[config.mk]
export PLATFORM = sky130hd
export DESIGN_NAME = mic_frame_capture
export DESIGN_NICKNAME = d
export VERILOG_FILES = /design/src/rtl/audio_pkg.sv /design/src/rtl/sample_conditioner.sv /design/src/rtl/mic_frame_capture.sv
export SDC_FILE = /design/constraint.sdc
export NUM_CORES = 1
export LEC_CHECK = 0
export CORE_AREA = 8 8 223 225
export CTS_CLUSTER_DIAMETER = 50
export DETAILED_ROUTE_END_ITERATION = 7
export DIE_AREA = 0 0 231 233
export PLACE_DENSITY_LB_ADDON = 0.2
export SKIP_LAST_GASP = 1
export SLEW_MARGIN = 20
export SYNTH_ARGS = -nofsm -noshare
export SYNTH_HDL_FRONTEND = slang
export SYNTH_SLANG_ARGS = --single-unit
[constraint.sdc]
create_clock -name clk_25 -period 4.95 [get_ports clk_25]
set_input_delay 1.485 -clock clk_25 [delete_from_list [all_inputs] [get_ports clk_25]]
set_output_delay 1.485 -clock clk_25 [all_outputs]
set_load 0.02 [all_outputs]
[src/rtl/audio_pkg.sv]
// Shared constants, types and helpers for the microphone frame capture path.
package audio_pkg;

  localparam int unsigned NUM_BINS = 16;
  localparam int unsigned SAMPLE_W = 18;
  localparam int unsigned ADC_W    = 12;

  localparam logic [SAMPLE_W-1:0] SAT_MAX = 18'h3FFFF;

  // Width of the shifted magnitude: 12-bit magnitude plus up to 8 bits of gain, plus headroom.
  localparam int unsigned GAIN_VW = 21;

  typedef logic [SAMPLE_W-1:0] sample_t;

  typedef enum logic [1:0] {
    IDLE,
    CAPTURE,
    COMMIT
  } capture_state_t;

  // Clamp a gained magnitude into the sample range.
  function automatic sample_t saturate(input logic [GAIN_VW-1:0] v);
    if (v > GAIN_VW'(SAT_MAX)) begin
      return SAT_MAX;
    end
    return v[SAMPLE_W-1:0];
  endfunction

endpackage

[src/rtl/sample_conditioner.sv]
// Combinational ADC conditioning: remove DC offset, take magnitude, apply gain, saturate.
module sample_conditioner
  import audio_pkg::*;
#(
  parameter int unsigned ADC_MID    = 2048,
  parameter int unsigned GAIN_SHIFT = 6
) (
  input  logic [ADC_W-1:0] adc_data,
  output sample_t          out
);

  logic [ADC_W:0]     diff;
  logic [ADC_W:0]     diff_neg;
  logic [ADC_W-1:0]   mag;
  logic [GAIN_VW-1:0] gained;

  // Signed distance from mid-scale; |d| never exceeds 2048 so it fits in 12 bits.
  always_comb begin
    diff     = {1'b0, adc_data} - (ADC_W + 1)'(ADC_MID);
    diff_neg = '0 - diff;
    mag      = diff[ADC_W] ? diff_neg[ADC_W-1:0] : diff[ADC_W-1:0];
    gained   = {{(GAIN_VW - ADC_W){1'b0}}, mag} << GAIN_SHIFT;
    out      = saturate(gained);
  end

endmodule

[src/rtl/mic_frame_capture.sv]
// Captures a 16-sample conditioned frame from the ADC on request and hands it to the top level.
module mic_frame_capture
  import audio_pkg::*;
#(
  parameter int unsigned DECIM          = 1,
  parameter int unsigned GAIN_SHIFT     = 6,
  parameter int unsigned ADC_MID        = 2048,
  parameter int unsigned TIMEOUT_CYCLES = 1000000
) (
  input  logic                         clk_25,
  input  logic                         rst,
  input  logic                         start,
  input  logic                         adc_valid,
  input  logic [ADC_W-1:0]             adc_data,
  output logic                         busy,
  output logic                         done,
  output logic                         timeout,
  output logic [NUM_BINS*SAMPLE_W-1:0] samples,
  output logic                         clk_sampling
);

  localparam int unsigned DEC_W  = (DECIM > 1) ? $clog2(DECIM) : 1;
  localparam int unsigned TO_W   = (TIMEOUT_CYCLES > 1) ? $clog2(TIMEOUT_CYCLES) : 1;
  localparam int unsigned SLOT_W = $clog2(NUM_BINS);

  localparam logic [DEC_W-1:0]  DEC_LAST  = DEC_W'(DECIM - 1);
  localparam logic [TO_W-1:0]   TO_LAST   = TO_W'(TIMEOUT_CYCLES - 1);
  localparam logic [SLOT_W-1:0] SLOT_LAST = SLOT_W'(NUM_BINS - 1);

  capture_state_t    state_q, state_d;
  logic [SLOT_W-1:0] slot_q, slot_d;
  logic [DEC_W-1:0]  dec_q, dec_d;
  logic [TO_W-1:0]   to_q, to_d;
  sample_t           buf_q [NUM_BINS];
  sample_t           buf_d [NUM_BINS];
  sample_t           frame_q [NUM_BINS];
  sample_t           frame_d [NUM_BINS];
  logic              busy_q, busy_d;
  logic              done_q, done_d;
  logic              timeout_q, timeout_d;
  logic              clk_samp_q, clk_samp_d;

  sample_t cond_sample;
  logic    accept;

  sample_conditioner #(
    .ADC_MID    (ADC_MID),
    .GAIN_SHIFT (GAIN_SHIFT)
  ) u_cond (
    .adc_data (adc_data),
    .out      (cond_sample)
  );

  // A strobe is kept only when it closes a decimation period.
  assign accept = (state_q == CAPTURE) && adc_valid && (dec_q == DEC_LAST);

  // Next-state logic for the FSM, counters, frame buffer and handshake flags.
  always_comb begin
    state_d    = state_q;
    slot_d     = slot_q;
    dec_d      = dec_q;
    to_d       = to_q;
    buf_d      = buf_q;
    frame_d    = frame_q;
    busy_d     = busy_q;
    done_d     = 1'b0;
    timeout_d  = 1'b0;
    clk_samp_d = clk_samp_q;

    unique case (state_q)
      IDLE: begin
        if (start) begin
          state_d = CAPTURE;
          slot_d  = '0;
          dec_d   = '0;
          to_d    = '0;
          busy_d  = 1'b1;
        end
      end

      CAPTURE: begin
        // The decimation phase runs continuously across slots.
        if (adc_valid) begin
          dec_d = accept ? '0 : dec_q + 1'b1;
        end

        if (accept) begin
          buf_d[slot_q] = cond_sample;
          slot_d        = slot_q + 1'b1;
          clk_samp_d    = ~clk_samp_q;
          to_d          = '0;
          if (slot_q == SLOT_LAST) begin
            state_d = COMMIT;
          end
        end else if (to_q == TO_LAST) begin
          // Abort: the committed frame stays as it was.
          state_d   = IDLE;
          done_d    = 1'b1;
          timeout_d = 1'b1;
          busy_d    = 1'b0;
        end else begin
          to_d = to_q + 1'b1;
        end
      end

      COMMIT: begin
        frame_d = buf_q;
        done_d  = 1'b1;
        busy_d  = 1'b0;
        state_d = IDLE;
      end

      default: begin
        state_d = IDLE;
      end
    endcase
  end

  // State registers with synchronous active-high reset.
  always_ff @(posedge clk_25) begin
    if (rst) begin
      state_q    <= IDLE;
      slot_q     <= '0;
      dec_q      <= '0;
      to_q       <= '0;
      busy_q     <= 1'b0;
      done_q     <= 1'b0;
      timeout_q  <= 1'b0;
      clk_samp_q <= 1'b0;
      for (int i = 0; i < NUM_BINS; i++) begin
        buf_q[i]   <= '0;
        frame_q[i] <= '0;
      end
    end else begin
      state_q    <= state_d;
      slot_q     <= slot_d;
      dec_q      <= dec_d;
      to_q       <= to_d;
      busy_q     <= busy_d;
      done_q     <= done_d;
      timeout_q  <= timeout_d;
      clk_samp_q <= clk_samp_d;
      buf_q      <= buf_d;
      frame_q    <= frame_d;
    end
  end

  for (genvar i = 0; i < NUM_BINS; i++) begin : g_pack
    assign samples[i*SAMPLE_W +: SAMPLE_W] = frame_q[i];
  end

  assign busy         = busy_q;
  assign done         = done_q;
  assign timeout      = timeout_q;
  assign clk_sampling = clk_samp_q;

endmodule

Word-level counts from Yosys, hierarchy flattened
Index checks and enable logic that the tools add are counted.
- eq/ne operators: 12
- add/subtract/negate cells: 5
- reductions and logical operators: 13
- multiplexer cells: 30
- bitwise operators: 4
- order comparisons: 3
- operators with widths (operator ; number):
    288-bit bitwise mux ; 1
    18-bit demux with 4-bit select ; 1
    20-bit two-way mux ; 3
    18-bit two-way mux ; 3
    20-bit one-hot mux with 2 select lines ; 1
    20-bit by 1-bit adder with 20-bit output (second input constant) ; 1
    20-bit == test (second input constant) ; 1
    18-bit greater-than comparator (second input constant) ; 1
    12-bit by 12-bit subtractor with 13-bit output (second input constant) ; 1
    12-bit two-way mux ; 1
    3-bit AND reduction ; 4
    1-bit by 12-bit subtractor with 12-bit output (first input constant) ; 1
    1-bit two-way mux ; 9
    2-bit two-way mux ; 4
    4-bit two-way mux ; 2
    2-bit inequality test (second input constant) ; 4
    4-bit one-hot mux with 2 select lines ; 1
    3-bit by 2-bit inequality test with 1-bit output (second input constant) ; 2
    5-bit >= comparator (second input constant) ; 1
    5-bit by 1-bit < comparator with 1-bit output (second input constant) ; 1
    4-bit NOT with 5-bit output ; 1
    4-bit by 1-bit adder with 4-bit output (second input constant) ; 1
    4-bit == test (second input constant) ; 1
    1-bit one-hot mux with 2 select lines ; 2
    15 further kinds ; 19
- register bits: 607
- word-level logic and storage cells: 107
- output and inout port bits: 292

Logic depth before layout (Yosys ltp)
Gate-level depths: netlist of the first run.
- depth in word-level cells: 7
- gate-level depth with buffers: 10

Hierarchy
Synthesis of the first run repeated with hierarchy kept, for this count alone.
- cells, all modules: 2490
- area, all modules: 22156.2 µm²
- by module, submodules not included (module ; area an instance (µm²) ; cells each ; times used ; seq. area each (µm²)):
    mic_frame_capture ; 21852.2 ; 2448 ; 1 ; 12151.7
    sample_conditioner ; 304.0 ; 42 ; 1 ; 0.0

Least setup slack after synthesis of the first run
Ideal clock, no wire load.
- path kind: in2reg
- start: input adc_data[0]
- end: register buf_q[102] (netlist bit)
- cell stages on the path: 10
- setup time: 0.078 ns
- buffers on the path: 3
- data arrival time: 3.334 ns
- path slack: 1.539 ns
- data required time: 4.872 ns
- cell sequence: clkbuf_1 > buf_1 > inv_1 > ha_1 > nand2b_1 > o41ai_1 > xnor2_1 > clkbuf_1 > nor2_1 > nor3_1
- word-level cells in the longest chain between the ends: 7
- ends and longest elaborated chain (element ; RTL line ; source):
    start, declared ; mic_frame_capture.sv:14 ; input logic [ADC_W-1:0] adc_data,
    12-bit by 12-bit subtractor with 13-bit output * ; sample_conditioner.sv:19 ; diff = {1'b0, adc_data} - (ADC_W + 1)'(ADC_MID);
    1-bit by 12-bit subtractor with 12-bit output ; sample_conditioner.sv:20 ; diff_neg = '0 - diff;
    12-bit two-way mux * ; sample_conditioner.sv:21 ; mag = diff[ADC_W] ? diff_neg[ADC_W-1:0] : diff[ADC_W-1:0];
    18-bit greater-than comparator ; audio_pkg.sv:23 ; if (v > GAIN_VW'(SAT_MAX)) begin
    1-bit two-way mux ; audio_pkg.sv:23 ;
    18-bit two-way mux * ; audio_pkg.sv:26 ; return v[SAMPLE_W-1:0];
    288-bit bitwise mux * ; mic_frame_capture.sv:88 ; buf_d[slot_q] = cond_sample;
    end signal, assigned ; mic_frame_capture.sv:143 ; buf_q <= buf_d;
    end, declared ; mic_frame_capture.sv:34 ; sample_t buf_q [NUM_BINS];
Every way passes the cells marked *; elsewhere a longest branch is shown, timed or not.
A chain may end at the register's enable or synchronous reset.

Final worst setup path of the first run
- start: input adc_data[1]
- end: register buf_q[246] (netlist bit)
Same word-level chain as after synthesis.

==> results.sh, run 1 <==
export IMPL_leakage_nw=6.87
export IMPL_grt_pass1_wl_um=69500
export IMPL_path_class="in -> reg"
export IMPL_holdWs_ns=0.455
export IMPL_synth_top_flop_cell="dfxtp_1"
export IMPL_clockBufferDepth=3
export IMPL_drt_iter0_markers=678
export IMPL_critPathLaunchType="input port"
export IMPL_cts_setup_buffers=0
export IMPL_ys_types=59
export IMPL_mostFrequentLayoutCells="473 x nor2_1, 415 x dfxtp_1, 210 x clkdlybuf4s50_1"
export IMPL_synth_edff_count=0
export IMPL_drc_errors=0
export IMPL_cts_max_level=2
export IMPL_power_density_nw_per_um2=385
export IMPL_final_util=0.437
export IMPL_area_growth_pct=25.9
export IMPL_post_route_period_util=0.657
export IMPL_ys_seq_elements=415
export IMPL_synth_area_per_cell_um2=9.31
export IMPL_synthArstFlopShare=0
export IMPL_coreArea_um2=46100
export IMPL_cap_violations=0
export IMPL_hold_buffers=0
export IMPL_path_cells="clkdlybuf4s50_1 -> inv_1 -> ha_1 -> nand2b_1 -> o41ai_1 -> xnor2_4 -> nor2_1 -> nor3_1"
export IMPL_cp_end_kind="flip-flop"
export IMPL_hold_path_startpoint="buf_q[24]$_SDFFE_PP0P_"
export IMPL_antenna_found_initial=0
export IMPL_ctsResizeCount=0
export IMPL_final_max_slew_viol_count=0
export IMPL_io_buffers=211
export IMPL_regArea_um2=8310
export IMPL_yosys_warnings=0
export IMPL_n_fill_cell=4495
export IMPL_ant_nets=0
export IMPL_yosysSeqAreaShare=0.520
export IMPL_hold_viol=0
export IMPL_cts_sinks=415
export IMPL_die_h_um=233
export IMPL_grt_ovfl_total=0
export IMPL_fin_tns_setup_ns=0
export IMPL_min_path_type="reg -> reg"
export IMPL_critPathArrivalTime_ns=3.66
export IMPL_clock_root_buffer="clkbuf_16"
export IMPL_ir_drop_mv=0.218
export IMPL_clock_latency_ns=0.58
export IMPL_cts_buffers=50
export IMPL_start_util=0.347
export IMPL_rsz0062_at_grt="false"
export IMPL_setup_viol=0
export IMPL_path_clk_slew_ns=0.06
export IMPL_drive_above_1_share=0.0837
export IMPL_n_antenna_cell=0
export IMPL_tightest_slew_ns=1.09
export IMPL_final_common_cell="nor2_1"
export IMPL_hpwl_um=29600
export IMPL_die_w_um=231
export IMPL_syn_inst=1717
export IMPL_finClkSkew_ns=0.0195
export IMPL_grt_util_all_layers=0.164
export IMPL_fmax_mhz=308
export IMPL_fin_area_um2=20100
export IMPL_cp_max_fo=16
export IMPL_syn_area_um2=16000
export IMPL_place_area_um2=18400
export IMPL_wl_um=45600
export IMPL_wire_per_inst_um=17.9
export IMPL_slowest_stage="o41ai_1"
export IMPL_final_nets=1928
export IMPL_dieArea_um2=53800
export IMPL_cp_slowest_stage_delay_ns=0.69
export IMPL_multi_input_area_um2=6920
export IMPL_finalWorstPathRequiredPeriod_ns=3.25
export IMPL_grt_start_max_net_pins=206
export IMPL_place_congestion=0.768
export IMPL_r2r_start="state_q[1]$_SDFFE_PP0P_"
export IMPL_grt_pass1_vias=11500
export IMPL_critical_path_required_ns=5.36
export IMPL_rows=79
export IMPL_status="completed"
export IMPL_tritoncts="yes"
export IMPL_firstDrtPassIters=5
export IMPL_vias=11900
export IMPL_layout_setup_ws_ns=1.70
export IMPL_slew_headroom=0.257
export IMPL_ios=308
export IMPL_place_ws_ns=1.04
export IMPL_crit_start="adc_data[1]"
export IMPL_viasPerCell=4.69
-- state kept, by name, indices dropped and copies added, names as in the netlist, 2 cells and up --
register / count
state_q: 2
slot_q: 4
samples: 192
to_q: 20
buf_q: 192
-- cells in the mapped netlist, drive strengths merged, types with 4 or more instances --
cell type | n | area share
nor2 | 474 | 0.11
dfxtp | 415 | 0.52
mux2i | 195 | 0.12
buf | 132 | 0.056
a211oi | 112 | 0.053
clkbuf | 76 | 0.018
nor3 | 59 | 0.020
a21oi | 56 | 0.019
nand2 | 51 | 0.012
nand3 | 22 | 0.0069
inv | 12 | 0.0028
o31ai | 12 | 0.0065
ha | 11 | 0.0086
nand4 | 11 | 0.0052
o21ai | 11 | 0.0034
or4 | 10 | 0.0054
xnor2 | 9 | 0.0049
nand2b | 6 | 0.0023
a31oi | 5 | 0.0020
nor2b | 5 | 0.0020
and3 | 4 | 0.0016
-- cell type report --
class                   count  area share
clock buffers              67      0.0704
clock inverters            19      0.0137
inverters                  12     0.00224
multi-input cells        1177       0.344
flip-flops and latches    415       0.413
well taps                 607      0.0377
repair buffers            245       0.119
-- per-layer routing --
metal	vias to the layer above	GRT usage	routed length, um
met1	5606	0.212	21000
met2	250	0.271	21600
met4	0	0.0457	949
met3	61	0.0379	2150
met5	-	0	0
li1	6011	-	-
-- where the power goes --
part / internal (W) / switching (W) / total (W)
registers: 0.00338 / 0.0000217 / 0.00340
clock network: 0.00232 / 0.00143 / 0.00375
logic: 0.000149 / 0.000447 / 0.000597
total: 0.00585 / 0.00190 / 0.00775
-- worst paths after layout --
path	to	slack [ns]	depth (start not counted)
max	buf_q[246]$_SDFFE_PP0P_	1.70	8
min	buf_q[24]$_SDFFE_PP0P_	0.46	2
max reg2reg	buf_q[105]$_SDFFE_PP0P_	2.22	8
min reg2reg	buf_q[24]$_SDFFE_PP0P_	0.46	2
-- critical path, delay by kind of cell --
| kind | cells | cell delay [ns] |
|---|---|---|
| AO/OA/AOI/OAI | 1 | 0.69 |
| XOR/XNOR | 1 | 0.36 |
| adder cells (fa/ha/maj) | 1 | 0.18 |
| buffers and inverters | 2 | 0.59 |
| AND/OR/NAND/NOR | 3 | 0.34 |
-- per-stage QoR --
step	cells	total power [W]
2_1_floorplan	1812	0.00395
3_3_place_gp	2456	0.00406
3_5_place_dp	2456	0.00407
4_1_cts	2542	0.00785
5_1_grt	2542	0.00804
6_report	2542	0.00775
-- kinds of logic (layout without fill, tap and decap cells) --
family          after synthesis  in the layout  share of synthesized area
simple gates                656            656                      0.175
xor+xnor                     10             10                    0.00548
fa+ha+maj                    11             11                    0.00861
compound gates              207            207                     0.0905
flops                       415            415                      0.520
other cells                   1             96                   0.000235
mux                         197            197                      0.124
buf+inv                     220            343                     0.0767
Note: power is estimated with default switching activity, not from simulation.
==> run 2: changes to the inputs <==
clock period = 2.9 ns   (was 4.95 ns; I/O delays follow)
==> run 2 against run 1 <==
  * Setup slack lost 1.3 ns
  * Critical path depth stayed put
  * Global-route usage rose by 0.12 points
  * Clock skew about the same
  * Core utilization increased by 1.5 points
  * Non-clock buffer count is 30 higher
==> results.sh, run 2 (same netlist as run 1, synthesis figures left out) <==
export IMPL_layout_setup_ws_ns=0.349
export IMPL_wire_per_inst_um=17.8
export IMPL_viasPerCell=4.69
export IMPL_r2r_end="buf_q[169]$_SDFFE_PP0P_"
export IMPL_r2r_start="state_q[1]$_SDFFE_PP0P_"
export IMPL_tightest_slew_ns=0.938
export IMPL_cts_buffers=50
export IMPL_fmax_mhz=392
export IMPL_power_density_nw_per_um2=658
export IMPL_place_area_um2=19000
export IMPL_grt_start_max_net_pins=196
export IMPL_critPathCapture="buf_q[169]$_SDFFE_PP0P_"
export IMPL_area_growth_pct=30.3
export IMPL_path_clk_slew_ns=0.06
export IMPL_cp_end_kind="flip-flop"
export IMPL_finalWorstPathRequiredPeriod_ns=2.55
export IMPL_slew_headroom=0.374
export IMPL_place_congestion=0.774
export IMPL_setup_viol=0
export IMPL_critPathArrivalTime_ns=3.04
export IMPL_vias=12100
export IMPL_hold_path_startpoint="buf_q[114]$_SDFFE_PP0P_"
export IMPL_io_buffers=211
export IMPL_cts_sinks=415
export IMPL_final_common_cell="nor2_1"
export IMPL_ant_nets=0
export IMPL_path_class="reg -> reg"
export IMPL_worst_r2r_cell_count=8
export IMPL_total_power_w=0.0137
export IMPL_place_ws_ns=-0.121
export IMPL_drc_errors=0
export IMPL_cts_max_level=2
export IMPL_r2r_slack_ns=0.35
export IMPL_wl_um=46000
export IMPL_grt_ovfl_total=0
export IMPL_cts_setup_buffers=0
export IMPL_drt_iter0_markers=768
export IMPL_critical_path_required_ns=3.39
export IMPL_grt_util_all_layers=0.165
export IMPL_start_util=0.347
export IMPL_crit_start="state_q[1]$_SDFFE_PP0P_"
export IMPL_clock_root_buffer="clkbuf_16"
export IMPL_die_h_um=233
export IMPL_finClkSkew_ns=0.0194
export IMPL_coreArea_um2=46100
export IMPL_rows=79
export IMPL_antenna_found_initial=4
export IMPL_final_max_slew_viol_count=0
export IMPL_hold_buffers=0
export IMPL_ctsResizeCount=0
export IMPL_status="completed"
export IMPL_clockBufferDepth=3
export IMPL_clock_latency_ns=0.59
export IMPL_min_path_type="reg -> reg"
export IMPL_fin_area_um2=20800
export IMPL_fin_tns_setup_ns=0
export IMPL_hold_viol=0
export IMPL_drive_above_1_share=0.103
export IMPL_firstDrtPassIters=5
export IMPL_leakage_nw=7.16
export IMPL_tritoncts="yes"
export IMPL_cap_violations=0
export IMPL_mostFrequentLayoutCells="473 x nor2_1, 415 x dfxtp_1, 210 x clkdlybuf4s50_1"
export IMPL_rsz0062_at_grt="false"
export IMPL_grt_pass1_vias=11500
export IMPL_ios=308
export IMPL_hpwl_um=30800
export IMPL_cp_max_fo=18
export IMPL_final_nets=1958
export IMPL_hold_depth=2
export IMPL_grt_pass1_wl_um=69500
export IMPL_final_util=0.452
export IMPL_ir_drop_mv=0.444
export IMPL_critPathLaunchType="flip-flop"
export IMPL_dieArea_um2=53800
export IMPL_post_route_period_util=0.880
export IMPL_die_w_um=231
-- run 2: cell types whose count changed in the layout (fill, tap and decap cells not counted), sizes merged, moves of 2 or more --
cell and delta:
clkinvlp +4, diode +4, clkbuf -7, buf +30, bufinv +2, clkinv +5
-- run 2: how the worst min path moves through the flow --
stage,slack [ns],to
final,0.46,buf_q[114]$_SDFFE_PP0P_
after global routing,0.48,buf_q[150]$_SDFFE_PP0P_
after detailed placement,0.45,buf_q[114]$_SDFFE_PP0P_
after CTS,0.46,buf_q[114]$_SDFFE_PP0P_
after global placement,0.44,buf_q[132]$_SDFFE_PP0P_
after floorplan,0.44,buf_q[114]$_SDFFE_PP0P_
-- run 2: critical path, stage by stage, from the launching register on --
cell	delay (ns)
dfxtp_1	0.35
inv_1	0.14
ha_1	0.42
and3b_1	0.51
nand2_1	0.24
nor2_1	0.33
buf_12	0.20
nor2_1	0.05
a211oi_1	0.22
-- run 2: area by class of cell --
class	instances	area (um2)
fill	4466	25200
clock inverter	31	439
timing repair buffer	275	2990
antenna	4	10.0
inverter	12	45.0
clock buffer	60	1370
sequential	415	8310
multi-input combinational	1177	6910
tap	607	759
-- run 2: per-stage QoR --
stage / hold WS [ns] / std cells
4_1_cts: 0.458 / 2577
3_3_place_gp: 0.442 / 2486
6_report: 0.456 / 2581
2_1_floorplan: 0.436 / 1812
3_5_place_dp: 0.450 / 2486
5_1_grt: 0.481 / 2579
-- run 2: power breakdown --
part,total (W),internal (W),switching (W),leakage [nW]
registers,0.00580,0.00576,0.0000370,3.34
clock network,0.00674,0.00414,0.00261,0.878
logic,0.00117,0.000371,0.000795,2.94
-- run 2: layer usage --
layer	up-vias	global-route usage	share of wire
met5	-	0	0.00028
met4	2	0.0535	0.020
met3	68	0.0415	0.056
met2	263	0.268	0.47
met1	5658	0.212	0.45
li1	6102	-	-
==> run 3: changes to the inputs <==
GPL_ROUTABILITY_DRIVEN = 0   (was not set)
==> results of run 3 <==
The final DEF is identical to that of run 2; final timing and power are the same.
